==> config.mk <==
export PLATFORM = sky130hd
export DESIGN_NAME = seg_page_scheduler
export DESIGN_NICKNAME = d
export VERILOG_FILES = /design/src/rtl/seg_pkg.sv /design/src/rtl/bin2bcd_seq.sv /design/src/rtl/seg_page_scheduler.sv
export SDC_FILE = /design/constraint.sdc
export NUM_CORES = 1
export LEC_CHECK = 0
export BUFFER_PORTS_ARGS = -buffer_cell sky130_fd_sc_hd__buf_2
export CAP_MARGIN = 30
export CORE_AREA = 2 2 114 116
export CTS_CLUSTER_SIZE = 24
export DETAILED_ROUTE_END_ITERATION = 10
export DIE_AREA = 0 0 116 118
export GPL_ROUTABILITY_DRIVEN = 0
export MAX_ROUTING_LAYER = met4
export PLACE_DENSITY = 0.7
export SLEW_MARGIN = 20
export SYNTH_ARGS = -nofsm -noshare
export SYNTH_HDL_FRONTEND = slang
export SYNTH_SLANG_ARGS = --single-unit
export TNS_END_PERCENT = 20
==> constraint.sdc <==
create_clock -name clk -period 6.5 [get_ports clk]
set_clock_uncertainty 0.2 [all_clocks]
set_input_delay 1.3 -clock clk [delete_from_list [all_inputs] [get_ports clk]]
set_output_delay 1.3 -clock clk [all_outputs]
set_load 0.02 [all_outputs]
==> src/rtl/seg_pkg.sv <==
// Shared definitions for the seven-segment page scheduler.
//   NUM_DIGITS / BCD_W / DIG_W : display geometry
//   MAX_VAL                    : largest value representable on four digits
//   conv_state_e               : shared converter state encoding
//   page_e                     : displayed page encoding
//   lzb_mask()                 : leading-zero blank mask (rightmost digit never blanked)
package seg_pkg;

    localparam int unsigned NUM_DIGITS = 4;
    localparam int unsigned BCD_W      = 4;
    localparam int unsigned DIG_W      = NUM_DIGITS * BCD_W;
    localparam int unsigned MAX_VAL    = 9999;

    typedef enum logic [1:0] {
        ST_IDLE  = 2'd0,
        ST_LOAD  = 2'd1,
        ST_SHIFT = 2'd2,
        ST_DONE  = 2'd3
    } conv_state_e;

    typedef enum logic {
        PAGE_TEMP = 1'b0,
        PAGE_SETP = 1'b1
    } page_e;

    // Mark every zero digit left of the first non-zero digit; digit 0 always shown.
    function automatic logic [NUM_DIGITS-1:0] lzb_mask(input logic [DIG_W-1:0] d);
        logic [NUM_DIGITS-1:0] m;
        logic                  lead;
        m    = '0;
        lead = 1'b1;
        for (int i = NUM_DIGITS - 1; i > 0; i--) begin
            if (lead && (d[i*BCD_W +: BCD_W] == 4'd0)) begin
                m[i] = 1'b1;
            end else begin
                lead = 1'b0;
            end
        end
        return m;
    endfunction

endpackage

==> src/rtl/bin2bcd_seq.sv <==
// Sequential double-dabble binary-to-BCD converter, one bit per clock.
// Ports:
//   clk, reset : clock, asynchronous active-high reset
//   start      : load bin and begin (ignored bits above 9999 must be clamped by caller)
//   bin        : binary input, VAL_W bits
//   bcd        : BCD result, valid when done pulses and held afterwards
//   done       : one-cycle pulse, high the cycle after the last shift
module bin2bcd_seq
    import seg_pkg::*;
#(
    parameter int unsigned VAL_W = 14
) (
    input  logic             clk,
    input  logic             reset,
    input  logic             start,
    input  logic [VAL_W-1:0] bin,
    output logic [DIG_W-1:0] bcd,
    output logic             done
);

    localparam int unsigned CNT_W = $clog2(VAL_W + 1);

    logic [VAL_W-1:0] bin_q;
    logic [DIG_W-1:0] bcd_q;
    logic [DIG_W-1:0] adj_c;
    logic [CNT_W-1:0] cnt;
    logic             active;

    // Add 3 to every BCD digit >= 5 before the shift.
    always_comb begin
        adj_c = bcd_q;
        for (int i = 0; i < int'(NUM_DIGITS); i++) begin
            if (bcd_q[i*BCD_W +: BCD_W] >= 4'd5) begin
                adj_c[i*BCD_W +: BCD_W] = bcd_q[i*BCD_W +: BCD_W] + 4'd3;
            end
        end
    end

    // Shift register: VAL_W shifts after start, then a done pulse.
    always_ff @(posedge clk or posedge reset) begin
        if (reset) begin
            bin_q  <= '0;
            bcd_q  <= '0;
            cnt    <= '0;
            active <= 1'b0;
            done   <= 1'b0;
        end else begin
            done <= 1'b0;
            if (start) begin
                bin_q  <= bin;
                bcd_q  <= '0;
                cnt    <= '0;
                active <= 1'b1;
            end else if (active) begin
                bcd_q <= {adj_c[DIG_W-2:0], bin_q[VAL_W-1]};
                bin_q <= {bin_q[VAL_W-2:0], 1'b0};
                cnt   <= cnt + CNT_W'(1);
                if (cnt == CNT_W'(VAL_W - 1)) begin
                    active <= 1'b0;
                    done   <= 1'b1;
                end
            end
        end
    end

    assign bcd = bcd_q;

endmodule

==> src/rtl/seg_page_scheduler.sv <==
// Two-source page scheduler for a four-digit seven-segment scan driver.
// Temperature and setpoint arrive over valid/ready, queue in holding registers,
// and share one sequential BCD converter (round-robin on ties). The shown page
// alternates every DWELL_CYCLES unless hold_page freezes it.
// Ports:
//   clk, reset           : clock, asynchronous active-high reset
//   temp_val/vld/rdy     : temperature handshake
//   setp_val/vld/rdy     : setpoint handshake
//   hold_page            : freeze dwell timer and page
//   digits, blank        : BCD digits ([15:12] leftmost) and blank mask (bit3 leftmost)
//   page                 : 0 temperature, 1 setpoint
//   busy                 : converter not idle
// Build option: define SEG_LZB_EN to enable leading-zero blanking.
module seg_page_scheduler
    import seg_pkg::*;
#(
    parameter int unsigned VAL_W        = 14,
    parameter int unsigned DWELL_CYCLES = 200_000_000
) (
    input  logic                  clk,
    input  logic                  reset,
    input  logic [VAL_W-1:0]      temp_val,
    input  logic                  temp_vld,
    output logic                  temp_rdy,
    input  logic [VAL_W-1:0]      setp_val,
    input  logic                  setp_vld,
    output logic                  setp_rdy,
    input  logic                  hold_page,
    output logic [DIG_W-1:0]      digits,
    output logic [NUM_DIGITS-1:0] blank,
    output logic                  page,
    output logic                  busy
);

    localparam int unsigned TMR_W = (DWELL_CYCLES > 2) ? $clog2(DWELL_CYCLES) : 1;
    localparam logic [TMR_W-1:0] TMR_LAST = TMR_W'(DWELL_CYCLES - 1);

`ifdef SEG_LZB_EN
    localparam logic [NUM_DIGITS-1:0] BLANK_RST = 4'b1110;
`else
    localparam logic [NUM_DIGITS-1:0] BLANK_RST = 4'b0000;
`endif

    conv_state_e           state, state_nxt;
    logic                  pend_t, pend_s, pend_t_nxt, pend_s_nxt;
    logic [VAL_W-1:0]      hold_t, hold_s;
    logic                  prio_setp, cur_setp;
    logic                  start_c, sel_setp_c, wr_c;
    logic [VAL_W-1:0]      conv_in_c;
    logic [DIG_W-1:0]      conv_bcd, result_t, result_s, disp_c;
    logic [NUM_DIGITS-1:0] blank_c;
    logic                  conv_done;
    logic [TMR_W-1:0]      timer;

    function automatic logic [VAL_W-1:0] clamp_val(input logic [VAL_W-1:0] v);
        if (32'(v) > MAX_VAL) begin
            return VAL_W'(MAX_VAL);
        end
        return v;
    endfunction

    // Converter sequencing, arbitration and holding-register occupancy.
    always_comb begin
        state_nxt  = state;
        start_c    = 1'b0;
        wr_c       = 1'b0;
        sel_setp_c = (pend_t && pend_s) ? prio_setp : pend_s;
        conv_in_c  = clamp_val(sel_setp_c ? hold_s : hold_t);

        case (state)
            // DONE arbitrates like IDLE so back-to-back requests run without a gap.
            ST_IDLE, ST_DONE: begin
                state_nxt = ST_IDLE;
                if (pend_t || pend_s) begin
                    start_c   = 1'b1;
                    state_nxt = ST_LOAD;
                end
            end
            ST_LOAD:  state_nxt = ST_SHIFT;
            ST_SHIFT: begin
                if (conv_done) begin
                    wr_c      = 1'b1;
                    state_nxt = ST_DONE;
                end
            end
            default:  state_nxt = ST_IDLE;
        endcase

        pend_t_nxt = pend_t;
        if (start_c && !sel_setp_c) begin
            pend_t_nxt = 1'b0;
        end else if (temp_vld && temp_rdy) begin
            pend_t_nxt = 1'b1;
        end

        pend_s_nxt = pend_s;
        if (start_c && sel_setp_c) begin
            pend_s_nxt = 1'b0;
        end else if (setp_vld && setp_rdy) begin
            pend_s_nxt = 1'b1;
        end

        disp_c = (page_e'(page) == PAGE_SETP) ? result_s : result_t;
`ifdef SEG_LZB_EN
        blank_c = lzb_mask(disp_c);
`else
        blank_c = '0;
`endif
    end

    always_ff @(posedge clk or posedge reset) begin
        if (reset) begin
            state <= ST_IDLE;
        end else begin
            state <= state_nxt;
        end
    end

    // Handshake, arbitration pointer and result registers.
    always_ff @(posedge clk or posedge reset) begin
        if (reset) begin
            pend_t    <= 1'b0;
            pend_s    <= 1'b0;
            temp_rdy  <= 1'b1;
            setp_rdy  <= 1'b1;
            hold_t    <= '0;
            hold_s    <= '0;
            prio_setp <= 1'b0;
            cur_setp  <= 1'b0;
            result_t  <= '0;
            result_s  <= '0;
            busy      <= 1'b0;
        end else begin
            pend_t   <= pend_t_nxt;
            pend_s   <= pend_s_nxt;
            temp_rdy <= ~pend_t_nxt;
            setp_rdy <= ~pend_s_nxt;
            busy     <= (state_nxt != ST_IDLE);
            if (temp_vld && temp_rdy) begin
                hold_t <= temp_val;
            end
            if (setp_vld && setp_rdy) begin
                hold_s <= setp_val;
            end
            if (start_c) begin
                cur_setp  <= sel_setp_c;
                prio_setp <= ~sel_setp_c;
            end
            if (wr_c) begin
                if (cur_setp) begin
                    result_s <= conv_bcd;
                end else begin
                    result_t <= conv_bcd;
                end
            end
        end
    end

    // Dwell timer and page; output registers follow the page one cycle later.
    always_ff @(posedge clk or posedge reset) begin
        if (reset) begin
            timer  <= '0;
            page   <= 1'b0;
            digits <= '0;
            blank  <= BLANK_RST;
        end else begin
            if (!hold_page) begin
                if (timer == TMR_LAST) begin
                    timer <= '0;
                    page  <= ~page;
                end else begin
                    timer <= timer + TMR_W'(1);
                end
            end
            digits <= disp_c;
            blank  <= blank_c;
        end
    end

    bin2bcd_seq #(
        .VAL_W (VAL_W)
    ) u_bin2bcd (
        .clk   (clk),
        .reset (reset),
        .start (start_c),
        .bin   (conv_in_c),
        .bcd   (conv_bcd),
        .done  (conv_done)
    );

endmodule

* Yosys cells after proc, flatten, opt, wreduce, memory -nomap -nowiden
Cells that the tools add are included.
** Operators by class
- Add/subtract/negate cells :: 6
- Magnitude comparators :: 5
- Equality and inequality tests :: 5
- Muxes and demuxes :: 34
- Bitwise gates (word level) :: 6
- Reductions and logical operators :: 14
** Operator list (count)
- two-way mux 14 bit :: 5
- two-way mux 16 bit :: 3
- adder 28 x 1 -> 28 bit (second input constant) :: 1
- equality test 28 bit (second input constant) :: 1
- two-way mux 28 bit :: 1
- two-way mux 4 bit :: 5
- two-way mux 1 bit :: 17
- >= comparator 4 x 3 -> 1 bit (second input constant) :: 4
- greater-than comparator 14 bit (second input constant) :: 1
- adder 4 x 2 -> 4 bit (second input constant) :: 3
- NOT 1 bit :: 6
- case mux 2 bit (3 select lines) :: 1
- AND reduction 2 bit :: 3
- logical AND 1 bit :: 5
- adder 4 x 1 -> 4 bit (second input constant) :: 1
- equality test 2 bit (second input constant) :: 2
- equality test 4 bit (second input constant) :: 1
- nonzero test 2 bit :: 2
- adder 3 x 2 -> 3 bit (second input constant) :: 1
- two-way mux 3 bit :: 1
- equality test 2 x 1 -> 1 bit (second input constant) :: 1
- logical NOT 2 bit :: 1
- two-way mux 2 bit :: 1
- OR reduction 2 bit :: 1
- other kinds (2) :: 2
** Storage, ports and cells
- Register bits :: 150

* Logic depth before layout (Yosys ltp)
- Depth in word-level cells :: 7
- Depth in mapped cells :: 8
- Gate-level depth less buffers :: 7

* Modules after synthesis
A second synthesis with hierarchy kept.
** Unflattened totals
- Cell total of the unflattened synthesis :: 602
- Area, all modules :: 6870.3 um^2
** Modules (own cells, without submodules)
- seg_page_scheduler :: times used 1, cells an instance 409, area each 4967.3 um^2, sequential area each 2855.2 um^2
- bin2bcd_seq :: times used 1, cells an instance 193, area each 1903.1 um^2, sequential area each 900.9 um^2

* Worst setup path before layout
OpenSTA, ideal clock, no wires.
- Kind :: in2reg
- From :: in hold_page
- To :: reg timer[15]
- Arrival :: 2442 ps
- Slack :: 3737 ps
- Stages :: 7
- Buffers on the path :: 3
- Path through :: and3b_1 clkbuf_1 and2_1 and4_1 clkbuf_1 buf_2 nor2_1
** RTL lines
- start, declared :: RTL line seg_page_scheduler.sv:28 : input logic hold_page,
- end signal, assigned :: RTL line seg_page_scheduler.sv:172 : timer <= timer + TMR_W'(1);
- end, declared :: RTL line seg_page_scheduler.sv:53 : logic [TMR_W-1:0] timer;

* Final worst setup path
- From :: reg page
- To :: out page
** RTL lines
- start, declared :: RTL line seg_page_scheduler.sv:31 : output logic page,
- start signal, assigned :: RTL line seg_page_scheduler.sv:170 : page <= ~page;
No word-level cell between the ends.

==> out/qor.yml <==
run_status:
  status: "complete, no violations"
setup_path:
  crit_path_max_incr_delay_ps: 920
  required_ps: 5000
  path_class: "reg -> out"
  startpoint_type: "flop"
  arrival_ps: 1640
  crit_fanout: 18
  cp_slowest_cell: "dfrtp_1"
  crit_family: "flip-flops"
  endpoint_kind: "output pin"
  critPathBufInv: 1
  crit_chain: "buf_2"
clocking:
  cts_buffer_depth: 2
  cts.reportedPaths.clkPinSlew_ps: 60
  holdBufCountCts: 0
  tritoncts: "yes"
  root_buffer: "clkbuf_16"
  cts_buffers: 17
  cts_max_level: 4
  cts_resized: 0
  post_cts_buffers: 0
  clk_latency_ps: 420
  numClockSinks: 150
final_layout:
  final_net_count: 667
  seq_area_mm2: 0.00376
  syn_to_final_growth_pct: 14.9
  multi_input_area_mm2: 0.00273
  nFillCells: 1081
  fin_cells: 802
  antenna_cells: 0
  drive_above_1_share_pct: 25.4
floorplanning:
  die_area_mm2: 0.0137
  initial_core_util_pct: 53.7
  row_count: 41
  chipWidth_um: 116
  core_area_mm2: 0.0124
  io_pins: 57
  fp.dieH_um: 118
routing:
  drtIter0Drc: 196
  vias: 4312
  vias_per_cell: 5.38
  dr.pass1.iters: 4
  wl_mm: 11.6
  route.detailed.drc: 0
  post_drt_wl_per_cell_um: 14.4
  ant_nets: 0
yosys:
  ys_seq_elements: 150
  synth_area_leaders: "dfrtp_1 56%, mux2_2 10%, mux2i_1 4.8%, xnor2_1 2.9%, nor2_1 2.5%"
  synth_area_per_cell_um2: 11.7
  synth_most_common_cell: "dfrtp_1"
  synth_top_flop_cell: "dfrtp_1"
  ys_warn_count: 0
  synth.top_cell.area_share_pct: 55.5
  synth-edff-count: 0
  async_flop_share_pct: 100
  synth.largest_area_cell: "dfrtp_1"
  synth.distinct_cells: 51
  netlist_area_mm2: 0.00667
  yosysSeqAreaShare_pct: 56.3
  synthTopCellsByCount: "148 x dfrtp_1, 62 x mux2_2, 45 x nor2_1, 43 x nand2_1, 32 x mux2i_1"
  postSynthCellCount: 569
timing:
  setup_viol: 0
  fmax_mhz: 319
  slew_viol_final: 0
  worst_pin_slew_ps: 880
  finalHoldViolations: 0
  finalCritPeriodShare_pct: 48.2
  fin_tns_setup_ps: 0
  rsz0062_at_grt: "no"
  fin_hold_ws_ps: 275
  slew_headroom_pct: 41.3
  post-route-min-period_ps: 3140
  worst_slack_ps: 3360
grt:
  grt_max_degree: 105
  grt_pass1_wl_mm: 20.9
  antenna_found_initial: 0
  grt_overflow_total: 0
  grt_pass1_vias: 4468
  track_usage_pct: 19.8
pwr:
  ir_worst_vdd_mv: 0.273
  p_per_area_mw_per_mm2: 409
  power_leakage_nw: 3.70
placed_design:
  post-place-cells: 774
  dp_hpwl_mm: 7.81
  io_buffers: 52
  post-place-ws_ps: 3490
job:
  timing.max_cap.violations: 0
min_path:
  hp-class: "reg -> reg"
-- report_power, final --
part | internal, mW | switching, mW
clock network | 0.566 | 0.339
registers | 1.17 | 0.173
logic | 0.400 | 0.481
-- cells by family (layout without fill, tap and decap cells) --
kind of cell,Yosys count,count (layout),share of synthesized area [%]
flops,150,150,56.3
other cells,1,4,0.0562
simple gates,160,160,12.3
compound gates,73,73,6.61
xor+xnor,32,32,4.20
mux,94,94,15.3
buf+inv,47,105,3.00
fa+ha+maj,12,12,2.25
-- final timing paths --
kind	to	from	depth (start not counted)	slack [ps]
min reg2reg	result_t[9]$_DFFE_PP0P_	result_t[9]$_DFFE_PP0P_	2	280
max	page	page$_DFFE_PP0P_	1	3360
min in group asynchronous	hold_s[12]$_DFFE_PP0P_	reset	2	680
min	result_t[9]$_DFFE_PP0P_	result_t[9]$_DFFE_PP0P_	2	280
max reg2reg	u_bin2bcd.bin_q[10]$_DFFE_PP0P_	pend_t$_DFF_PP0_	5	4200
max in group asynchronous	result_t[10]$_DFFE_PP0P_	reset	4	4190
-- state kept, by name, summed over array words and instances, names as in the netlist, 2 cells and up --
name / cells
digits: 16
hold_s: 14
hold_t: 14
result_s: 16
result_t: 16
state: 2
timer: 28
u_bin2bcd.bcd: 16
u_bin2bcd.bin_q: 14
u_bin2bcd.cnt: 4
-- per-stage QoR --
stage               instance area [um^2]  util, %  power, mW
CTS                                 7630     61.5       3.17
floorplan                           6680        -       2.03
global placement                    7060     56.9       2.20
finish                              7660     61.7       3.13
detailed placement                  7090     57.1       2.25
global route                        7660     61.7       3.36
-- final cells by class --
type	instances	area share (%)
tap	172	2.81
multi-input combinational	375	35.6
timing repair buffer	59	4.44
clock buffer	24	6.55
sequential	150	49.0
inverter	19	0.996
clock inverter	3	0.588
-- layer usage --
metal	share of wire [%]	vias up	wire, um	global-route usage, %
met2	47	84	5440	29.4
met1	48	2135	5490	26.5
met4	1.5	0	173	7.51
met3	3.9	18	456	4.94
li1	-	2075	-	-
met5	0	-	0	-
-- worst reg2reg max path: stages, from the launching register on --
cell and delay (ps):
dfrtp_1 400, inv_2 50, o21ai_2 460, mux2i_1 430, a311o_1 450, a31oi_1 160
-- cells in the final DEF, fill, tap and decap left out, types with 12 or more instances in the layout --
cell       Yosys  final
inv_1         18     17
dfrtp_1      148    148
nor2_1        45     44
buf_2          1     52
mux2i_1       32     32
a21oi_1       15     15
mux2_2        62     62
nand2_1       43     43
o21ai_0       25     25
ha_1          12     12
xnor2_1       22     22
clkbuf_16      0     17
nand3_1       14     14
No activity file was read; power rests on OpenSTA's default activity.
